`src/rtl/ddr_pkg.sv`:
```
// Shared lane codes, grading enums and point values for the DDR play field.
package ddr_pkg;

  localparam logic [2:0] LANE_NONE = 3'b000;
  localparam logic [2:0] LANE_0    = 3'b001;
  localparam logic [2:0] LANE_1    = 3'b010;
  localparam logic [2:0] LANE_2    = 3'b011;
  localparam logic [2:0] LANE_3    = 3'b100;
  localparam logic [2:0] LANE_4    = 3'b101;

  localparam int unsigned PTS_PERFECT = 2;
  localparam int unsigned PTS_GOOD    = 1;

  typedef enum logic [1:0] {
    J_NONE,
    J_PERFECT,
    J_GOOD,
    J_MISS
  } judge_e;

  typedef enum logic {
    S_IDLE,
    S_ARMED
  } state_e;

  // True for the five real lanes; 000, 110 and 111 mean "no lane".
  function automatic logic lane_legal(input logic [2:0] code);
    return (code >= LANE_0) && (code <= LANE_4);
  endfunction

endpackage

```
`src/rtl/hit_judge_press_detect.sv`:
```
// press_detect: flags a new press whenever the encoder reports a legal lane
// different from the previous cycle's (illegal codes count as no lane).
module press_detect
  import ddr_pkg::*;
(
  input  logic       clk,
  input  logic       rst_n,
  input  logic [2:0] lane_code,
  output logic       press,
  output logic [2:0] press_code
);

  logic [2:0] prev_code;
  logic [2:0] lane_eff;

  // Collapse illegal codes to LANE_NONE so 110/111 never look like a change.
  always_comb begin
    lane_eff   = lane_legal(lane_code) ? lane_code : LANE_NONE;
    press      = lane_legal(lane_code) && (lane_code != prev_code);
    press_code = lane_eff;
  end

  // Remember the last effective lane code every cycle.
  always_ff @(posedge clk) begin
    if (!rst_n) begin
      prev_code <= LANE_NONE;
    end else begin
      prev_code <= lane_eff;
    end
  end

endmodule

```
`src/rtl/hit_judge.sv`:
```
// hit_judge: grades presses against one expected note at a time and keeps
// score / combo / max combo. Optional build macro HIT_JUDGE_STRAY_PENALTY_EN
// turns presses made while idle into misses.
module hit_judge
  import ddr_pkg::*;
#(
  parameter int unsigned WINDOW      = 16,
  parameter int unsigned PERFECT_WIN = 4,
  parameter int unsigned SCORE_W     = 16,
  parameter int unsigned COMBO_W     = 8
) (
  input  logic               clk,
  input  logic               rst_n,
  input  logic [2:0]         lane_code,
  input  logic               note_valid,
  input  logic [2:0]         note_code,
  output logic               note_ready,
  output logic               hit_perfect,
  output logic               hit_good,
  output logic               miss,
  output logic [SCORE_W-1:0] score,
  output logic [COMBO_W-1:0] combo,
  output logic [COMBO_W-1:0] max_combo
);

  localparam int unsigned TW = (WINDOW > 2) ? $clog2(WINDOW) : 1;

  state_e       state_q, state_d;
  judge_e       judge_d;
  logic         accept;
  logic [2:0]   note_q;
  logic [TW-1:0] timer_q;
  logic         press;
  logic [2:0]   press_code;

  logic [SCORE_W:0]   score_sum;
  logic [COMBO_W:0]   combo_sum;
  logic [SCORE_W-1:0] score_nx;
  logic [COMBO_W-1:0] combo_nx;

  press_detect u_press (
    .clk        (clk),
    .rst_n      (rst_n),
    .lane_code  (lane_code),
    .press      (press),
    .press_code (press_code)
  );

  // State register.
  always_ff @(posedge clk) begin
    if (!rst_n) begin
      state_q <= S_IDLE;
    end else begin
      state_q <= state_d;
    end
  end

  // Next state, note acceptance and the grade for this cycle.
  always_comb begin
    state_d    = state_q;
    judge_d    = J_NONE;
    accept     = 1'b0;
    note_ready = (state_q == S_IDLE);
    unique case (state_q)
      S_IDLE: begin
        if (note_valid && lane_legal(note_code)) begin
          accept  = 1'b1;
          state_d = S_ARMED;
        end
`ifdef HIT_JUDGE_STRAY_PENALTY_EN
        // A press in the accepting cycle stays unjudged; only true strays cost.
        else if (press) begin
          judge_d = J_MISS;
        end
`endif
      end
      S_ARMED: begin
        if (press) begin
          state_d = S_IDLE;
          if (press_code == note_q) begin
            judge_d = (timer_q < TW'(PERFECT_WIN)) ? J_PERFECT : J_GOOD;
          end else begin
            judge_d = J_MISS;
          end
        end else if (timer_q == TW'(WINDOW - 1)) begin
          state_d = S_IDLE;
          judge_d = J_MISS;
        end
      end
      default: state_d = S_IDLE;
    endcase
  end

  // Latch the expected note and run the window timer.
  always_ff @(posedge clk) begin
    if (!rst_n) begin
      note_q  <= LANE_NONE;
      timer_q <= '0;
    end else if (accept) begin
      note_q  <= note_code;
      timer_q <= '0;
    end else if (state_q == S_ARMED) begin
      timer_q <= timer_q + 1'b1;
    end
  end

  // Saturating score / combo candidates for the current grade.
  always_comb begin
    score_sum = {1'b0, score};
    combo_sum = {1'b0, combo};
    unique case (judge_d)
      J_PERFECT: begin
        score_sum = {1'b0, score} + (SCORE_W + 1)'(PTS_PERFECT);
        combo_sum = {1'b0, combo} + 1'b1;
      end
      J_GOOD: begin
        score_sum = {1'b0, score} + (SCORE_W + 1)'(PTS_GOOD);
        combo_sum = {1'b0, combo} + 1'b1;
      end
      J_MISS:  combo_sum = '0;
      default: ;
    endcase
    score_nx = score_sum[SCORE_W] ? '1 : score_sum[SCORE_W-1:0];
    combo_nx = combo_sum[COMBO_W] ? '1 : combo_sum[COMBO_W-1:0];
  end

  // Pulses, score, combo and max combo all land on the same edge.
  always_ff @(posedge clk) begin
    if (!rst_n) begin
      hit_perfect <= 1'b0;
      hit_good    <= 1'b0;
      miss        <= 1'b0;
      score       <= '0;
      combo       <= '0;
      max_combo   <= '0;
    end else begin
      hit_perfect <= (judge_d == J_PERFECT);
      hit_good    <= (judge_d == J_GOOD);
      miss        <= (judge_d == J_MISS);
      score       <= score_nx;
      combo       <= combo_nx;
      if (combo_nx > max_combo) begin
        max_combo <= combo_nx;
      end
    end
  end

endmodule
```
`config.mk`:
```
export PLATFORM = sky130hd
export DESIGN_NAME = hit_judge
export DESIGN_NICKNAME = d
export VERILOG_FILES = /design/src/rtl/ddr_pkg.sv /design/src/rtl/hit_judge_press_detect.sv /design/src/rtl/hit_judge.sv
export SDC_FILE = /design/constraint.sdc
export NUM_CORES = 1
export LEC_CHECK = 0
export CAP_MARGIN = 20
export CORE_UTILIZATION = 30
export DETAILED_ROUTE_END_ITERATION = 12
export PLACE_DENSITY = 0.54
export SETUP_SLACK_MARGIN = 0.4
export SYNTH_ARGS = -nofsm -noshare
export SYNTH_HDL_FRONTEND = slang
export SYNTH_SLANG_ARGS = --single-unit
```
`constraint.sdc`:
```
create_clock -name clk -period 5 [get_ports clk]
set_input_delay 0.5 -clock clk [delete_from_list [all_inputs] [get_ports clk]]
set_output_delay 0.5 -clock clk [all_outputs]
set_load 0.005 [all_outputs]
```
== After elaboration in Yosys (flattened, before gate mapping) ==
Index checks and enable logic that the tools add are counted.
Widths: inputs -> output; s select.
Cells by class
  bitwise gates (word level): 2
  reductions and logical operators: 7
  $lt $le $gt $ge: 6
  shift operators: 0
  muxes and demuxes: 15
  multipliers: 0
  equal/unequal tests: 6
  $add $sub $neg: 4
  divide/modulo/power cells: 0
Operator list (count)
  $pmux 17 s2: 1
  $pmux 9 s2: 1
  $add 16x1->17 const B: 1
  $add 16x2->17 const B: 1
  $mux 16: 1
  $mux 2: 5
  $add 8x1->9 const B: 1
  $gt 8x8->1: 1
  $mux 8: 1
  $ge 3x1->1 const B: 2
  $le 3x3->1 const B: 2
  $add 4x1->4 const B: 1
  $eq 2x2->1 const B: 2
  $eq 4x4->1 const B: 1
  $logic_and 1x1->1: 4
  $lt 4x3->1 const B: 1
  $mux 1: 4
  $reduce_or 2->1: 2
  $eq 3x3->1: 1
  $mux 3: 1
  $ne 3x3->1: 1
  $reduce_bool 3->1: 1
  $eq 2x1->1 const B: 1
  $not 1->1: 2
  $pmux 1 s2: 1
Word-level totals
  memories: 0
  input bits: 9
  bits in writable memories: 0
  register bits: 46
  ROM bits: 0
  output and inout bits: 36
  latch bits: 0

== Depth between registers and ports, before layout ==
  word-level depth: 12
  gate-level depth with buffers: 18

== Modules after synthesis ==
From an unflattened synthesis, not the netlist that was laid out.
Unflattened totals
  cells, all modules: 341
  area total of the unflattened synthesis: 2748.9 sq um
Modules (own cells, without submodules)
  hit_judge: sequential area each 860.8 sq um, cells an instance 323, instances 1, area an instance 2580.0 sq um
  press_detect: sequential area each 60.1 sq um, cells an instance 18, instances 1, area an instance 168.9 sq um

== Worst setup path after synthesis ==
Ideal clock, no wire load.
  kind: input port to flip-flop
  start point: input lane_code[2]
  end point: register max_combo[1]
  path slack: 1.086 ns
  stages on the path: 16
  buffers on the path: 2
  setup time: 0.136 ns
  arrival time: 3.777 ns
  path through: clkbuf_1 nor4b_1 a31oi_1 o211ai_2 o311ai_0 ha_1 buf_2 and3_1 and4_4 a211o_2 ha_1 nor2b_1 o211ai_1 a211oi_1 nor2_1 a211oi_1
Between the ends
  cells in the longest elaborated chain, start to end: 12
  elaborated cells on any way between the ends: 17
  those cells by class: order compare: 3; eq/ne: 5; mux: 6; reduce/logical: 3
RTL lines
  from (decl): RTL line hit_judge.sv:14  | input logic [2:0] lane_code,
  $ge 3x1->1 or $le 3x3->1 (tied branches): RTL line ddr_pkg.sv:28  | return (code >= LANE_0) && (code <= LANE_4);
  $logic_and 1x1->1: RTL line ddr_pkg.sv:28
  $mux 3: RTL line hit_judge_press_detect.sv:18  | lane_eff = lane_legal(lane_code) ? lane_code : LANE_NONE;
  $eq 3x3->1: RTL line hit_judge.sv:80  | if (press_code == note_q) begin
  $mux 2: RTL line hit_judge.sv:80
  $mux 2 (*): RTL line hit_judge.sv:78  | if (press) begin
  $mux 2 (*): RTL line hit_judge.sv:64  | unique case (state_q)
  $eq 2x1->1 or $eq 2x2->1 (tied branches): RTL line hit_judge.sv:111  | unique case (judge_d)
  $reduce_or 2->1 (no line)
  $pmux 9 s2 (*): RTL line hit_judge.sv:111
  $mux 8 (*): RTL line hit_judge.sv:124  | combo_nx = combo_sum[COMBO_W] ? '1 : combo_sum[COMBO_W-1:0];
  named net combo_nx[1]: RTL line hit_judge.sv:39  | logic [COMBO_W-1:0] combo_nx;
  $gt 8x8->1: RTL line hit_judge.sv:142  | if (combo_nx > max_combo) begin
  to (signal assigned): RTL line hit_judge.sv:143  | max_combo <= combo_nx;
  to (decl): RTL line hit_judge.sv:23  | output logic [COMBO_W-1:0] max_combo
The timed path passes the listed nets; every way through them passes the cells marked *.
A chain may end at the register's enable or synchronous reset.

== Final worst setup path ==
Same ends and word-level chain as after synthesis.

==> flow_summary.toml <==
[min_path]
hp-class = "reg -> reg"
whs_path_depth = 2
min-delay-start = "max_combo[4]"
min_to = "max_combo[4]"

[power_and_ir_drop]
power_density_nw_per_um2 = 341
leakage_nw = 1.24
irDropWorstVdd_mv = 0.114

[routing]
viasPerCell = 5.51
drt_pass1_iterations = 9
drt.antenna.violating_nets = 0
wl_per_cell_um = 15.1
drtIter0Drc = 168
totalWireLength_mm = 7.11
vias = 2599
drcViolationCount = 5

[cts]
holdBufCountCts = 0
cts-root-buf = "clkbuf_8"
clockBufferDepth = 2
cts_buffers = 5
cts_tree = "done"
clock_sinks = 46
htreeDepth = 2
clk_latency_ns = 0.30
cts_setup_buffers = 0
clkSlewWorstSetupHoldPaths_ns = 0.09

[placed_design]
gp_congestion = 0.858
pre_cts_slack_ns = 0.173
place_hpwl_mm = 5.16
placed_area_sq_um = 3280
portBuffers = 44

[finish]
area_growth_pct = 22.5
antenna_cells = 0
fin_nets = 388
fin_area_sq_um = 3400
drive_gt1_frac = 0.0934

[timing]
worst_pin_slew_ns = 0.839
holdWs_ns = 0.492
timing.final.crit_share = 0.855
max_freq_ghz = 0.234
postLayoutSetupSlackWorst_ns = 0.724
setup-tns-final_ns = 0
finalMaxSlewViolations = 0
hold_violations = 0
relSlewSlack = 0.439
fin_skew_ns = 0.0102
rsz0062_at_grt = "no"
setup_violations = 0
post-route-min-period_ns = 4.28

[floorplanning]
start_util = 0.314
dieArea_sq_um = 9660
io_pins = 45
core-area_sq_um = 8850
die_y_um = 98.3
die_w_um = 98.3
std_cell_rows = 34

[critical_path]
crit_slowest_cell = "clkdlybuf4s50_1"
critPathRequiredTime_ns = 5.16
slowest_delay_ns = 0.55
crit_fanout = 9
start_kind = "primary input"
crit_start = "lane_code[2]"
r2r_slack_ns = 0.99
crit_chain = "clkdlybuf4s50_1, nor4b_1, a31oi_1, o211ai_2, nand2_1, o311ai_1, ha_1, and4b_1, and4_4, a211o_2, ha_1, nor2b_1, o211ai_1, a211o_2, a21oi_1, a211oi_1"
cp-end-kind = "register"
rr_endpoint = "max_combo[1]"
path_class = "in -> reg"
r2r_start = "u_press.prev_code[0]"
reg2reg_depth = 15
crit_arrival_ns = 4.43

[outcome]
failed_checks = "DRC"
status = "finished with violations"

[grt]
grt_use_total = 0.153
grt_antenna_before_repair = 0
grt_pass1_wl_mm = 12.1
grt_pass1_vias = 2484
grt_max_degree = 25
gr-total-overflow = 0

[synthesis]
synth_area_leaders = "dfxtp_1, ha_1, a21oi_1, o21ai_0, nand2_1"
ys_warn_count = 0
synth_nets = 350
synthFlopType = "dfxtp_1"
synth.yosys.seq_area_share = 0.331
synth_seq_cells = 46
synth.top_cell.area_share = 0.331
ys_types = 63
syn_area_per_cell_sq_um = 8.55
synthArstFlopShare = 0
synth-edff-count = 0
synth_top_cell_by_area = "dfxtp_1"
synthCells = 325
netlist_area_sq_um = 2780

[flow_run]
cap_viol_max_count = 0
==> synthesized netlist by cell type (5+ instances only) <==
master	instances
ha_1	16
dfxtp_1	46
a21oi_1	25
o21a_1	5
a31oi_1	6
nand4_1	10
and2_1	12
nand2_1	22
nor2_1	22
inv_1	12
nor3_1	5
a211oi_1	6
nand2b_1	6
nand3_1	16
o21ai_0	19
==> worst max-delay path: cells and delay by family <==
kind,cells,cell delay [ns]
buf+inv,1,0.55
compound gates,8,1.60
fa+ha+maj,2,0.64
simple gates,5,1.13
==> through the flow <==
step	cells	utilization	total power, mW
detailed placement	464	0.371	0.867
finish	472	0.385	1.16
global route	472	0.385	1.24
floorplan	325	-	0.727
global placement	464	0.371	0.860
CTS	472	0.383	1.15
==> cell usage in the layout (no fill, tap or decap), types with 6 or more instances in the layout <==
cell / instances
ha_1: 16
nand4_1: 10
nand2_1: 22
nor2_1: 21
o21ai_0: 19
a21oi_1: 25
nand3_1: 16
clkdlybuf4s50_1: 44
nand2b_1: 6
dfxtp_1: 46
inv_1: 12
a31oi_1: 6
and2_1: 12
==> worst max-delay path by stage <==
| stage | to | slack (ns) | depth (start not counted) |
|---|---|---|---|
| 6_report | max_combo[1] | 0.72 | 16 |
| 2_1_floorplan | max_combo[1] | 1.09 | 16 |
| 3_5_place_dp | max_combo[1] | 0.17 | 15 |
| 5_1_grt | max_combo[1] | 0.41 | 17 |
| 3_3_place_gp | max_combo[1] | 0.37 | 15 |
| 4_1_cts | max_combo[1] | 0.49 | 15 |
==> routing by layer <==
metal / wire length [um] / part of all wire / up-vias / global-route usage
met1: 3500 / 0.49 / 1228 / 0.206
met4: 109 / 0.015 / 0 / 0.0631
met2: 3240 / 0.46 / 57 / 0.246
met3: 250 / 0.035 / 9 / 0.0215
li1: - / - / 1305 / -
met5: 0 / 0 / - / 0
==> state kept, by name, summed over array words and instances, names as in the netlist <==
register and cells:
u_press.prev_code 3, state_q 1, note_q 3, score 16, timer_q 4, hit_perfect 1, max_combo 8, miss 1
hit_good 1, combo 8
==> power by group <==
group / switching (mW) / internal [mW] / total (mW)
Clock: 0.130 / 0.149 / 0.279
Sequential: 0.0262 / 0.407 / 0.433
Combinational: 0.240 / 0.209 / 0.449
Total: 0.396 / 0.765 / 1.16
==> area by class of cell <==
| type | count | area, sq um |
|---|---|---|
| clock buffer | 6 | 72.6 |
| multi-input combinational | 251 | 1730 |
| fill | 890 | 5440 |
| clock inverter | 2 | 37.5 |
| inverter | 12 | 45.0 |
| tap | 108 | 135 |
| timing repair buffer | 47 | 463 |
| sequential | 46 | 921 |
==> cell families (layout without fill, tap and decap cells) <==
kind of cell,count (synthesis),count (layout),share of synthesized area
flip-flops,46,46,0.331
AO/OA/AOI/OAI,96,96,0.234
multiplexers,4,4,0.0162
adder cells (fa/ha/maj),16,16,0.0720
buffers and inverters,28,67,0.0513
AND/OR/NAND/NOR,127,127,0.270
XOR/XNOR,8,8,0.0252
==> repair_timing <==
action                     in CTS  in global routing
setup endpoints to repair       0                  8
hold endpoints to repair        0                  0
gates resized for setup         0                  6
Note: power is estimated with default switching activity, not from simulation.
==> patch (same settings) <==
`WINDOW`: 16 -> 32.
--- a/src/rtl/hit_judge.sv
+++ b/src/rtl/hit_judge.sv
@@ -5,5 +5,5 @@
   import ddr_pkg::*;
 #(
-  parameter int unsigned WINDOW      = 16,
+  parameter int unsigned WINDOW      = 32,
   parameter int unsigned PERFECT_WIN = 4,
   parameter int unsigned SCORE_W     = 16,
Function: same outputs for any inputs over 10 cycles, from zero or initial values and one cycle with rst_n low; that may be too few to reach the edited logic, so the function may still have changed.
==> patch against the unedited design <==
Sequential cell count rose by 1. Global-route usage fell by 0.37 points. Wire length decreased by 1.3%. Critical path type unchanged. Final area increased by 2.0%. Count of clock-buffer cells in the layout is 1 higher. Hold slack better by 5.3 ps. Clock skew grew 4.6 ps. Area after synthesis increased by 0.63%. Power down 23%. Worst setup slack gained 71 ps.
==> patch: results <==
clock_tree:
  htree_levels: 2
  clk_latency_ps: 310
  numCtsBuffers: 5
  cts-root-buf: "clkbuf_8"
  clk_pin_slew_ps: 80
  clockBufferDepth: 2
logic_synthesis:
  ys_types: 59
  seq_area_frac_synth_pct: 33.6
  syn_avg_cell_area_um2: 8.28
  synth_area_leaders: "dfxtp_1 (34%), ha_1 (7.6%), a21oi_1 (5.2%)"
  netlist_top_cells_count: "dfxtp_1 (47), a21oi_1 (29), nand2_1 (26), o21ai_0 (25), nor2_1 (20)"
  async_reset_ff_share_pct: 0
  yosysWarnings: 0
  syn_nets: 364
routing:
  drt_iter0_markers: 95
  drtPass1Iterations: 4
  via_count: 2646
  drt-total-wl_um: 7010
  post_drt_wl_per_cell_um: 14.3
finish:
  reg_top3: "score x16, combo x8, max_combo x8"
  drive_gt1_share_pct: 7.87
  antenna_cells: 0
  fin_nets: 406
placement:
  routabilityCongestion: 0.814
  placedCellCount: 480
  place_area_um2: 3360
  dp_worst_setup_slack_ps: 163
  hpwl_um: 5130
  port_buffers: 44
grt:
  antenna_found_initial: 0
  grt_pass1_wl_um: 11800
  grt_usage_pct: 14.9
  grt_pass1_vias: 2399
  grt_max_degree: 24
outcome:
  outcome: "finished, final reports clean"
critical_path:
  cpPeakStageDelay_ps: 600
  cp_data_arrival_time_ps: 4410
  crit_slowest_cell: "clkdlybuf4s50_1"
  crit_fanout: 13
power_and_ir_drop:
  leakagePower_nw: 1.29
  ir_worst_vdd_mv: 0.111
timing:
  clock_skew_ps: 14.8
  relSlewSlack_pct: 47.6
hold_path:
  hp-class: "flip-flop to flip-flop"
patch: final timing paths:
kind	cells after the start	to	slack, ps	start
min	2	max_combo[7]	500	max_combo[7]
max	16	max_combo[5]	800	lane_code[1]
min reg2reg	2	max_combo[7]	500	max_combo[7]
max reg2reg	15	max_combo[5]	1100	u_press.prev_code[2]
patch: metal layers:
layer	vias to the layer above	global-route usage [%]	routed length, um
met4	0	4.02	79
met5	-	0	0
met3	6	2.91	316
met2	61	23.7	3160
li1	1345	-	-
met1	1234	20.7	3460
patch: power by group:
group	internal [mW]	leakage (nW)	switching, mW
registers	0.394	0.381	0.0173
logic	0.121	0.871	0.127
clock network	0.0985	0.0422	0.130
patch: kinds of logic (layout without fill, tap and decap cells):
kind of cell	after synthesis	count (layout)	share of synthesized area, %
fa+ha+maj	17	17	7.60
buf+inv	32	75	4.47
mux	3	3	1.07
compound gates	109	109	25.0
xor+xnor	6	6	1.88
flops	47	47	33.6
simple gates	124	124	26.4
patch: cell type report:
class	count	area, um^2
clock buffers	7	76.3
clock inverters	1	5.00
fillers	895	5420
inverters	15	56.3
multi-input cells	259	1760
flip-flops and latches	47	941
well taps	108	135
repair buffers	52	503
patch: repair_timing:
item	in CTS	in global routing
resized for setup	0	9
setup buffers	0	1
hold buffers	0	0
endpoints found under the setup margin	0	8
patch: critical path: cells and delay by family:
family / cells / cell delay (ps)
buffers and inverters: 3 / 950
AOI/OAI and AO/OA: 5 / 1150
adders and majority gates: 2 / 660
and+or+nand+nor: 6 / 1150
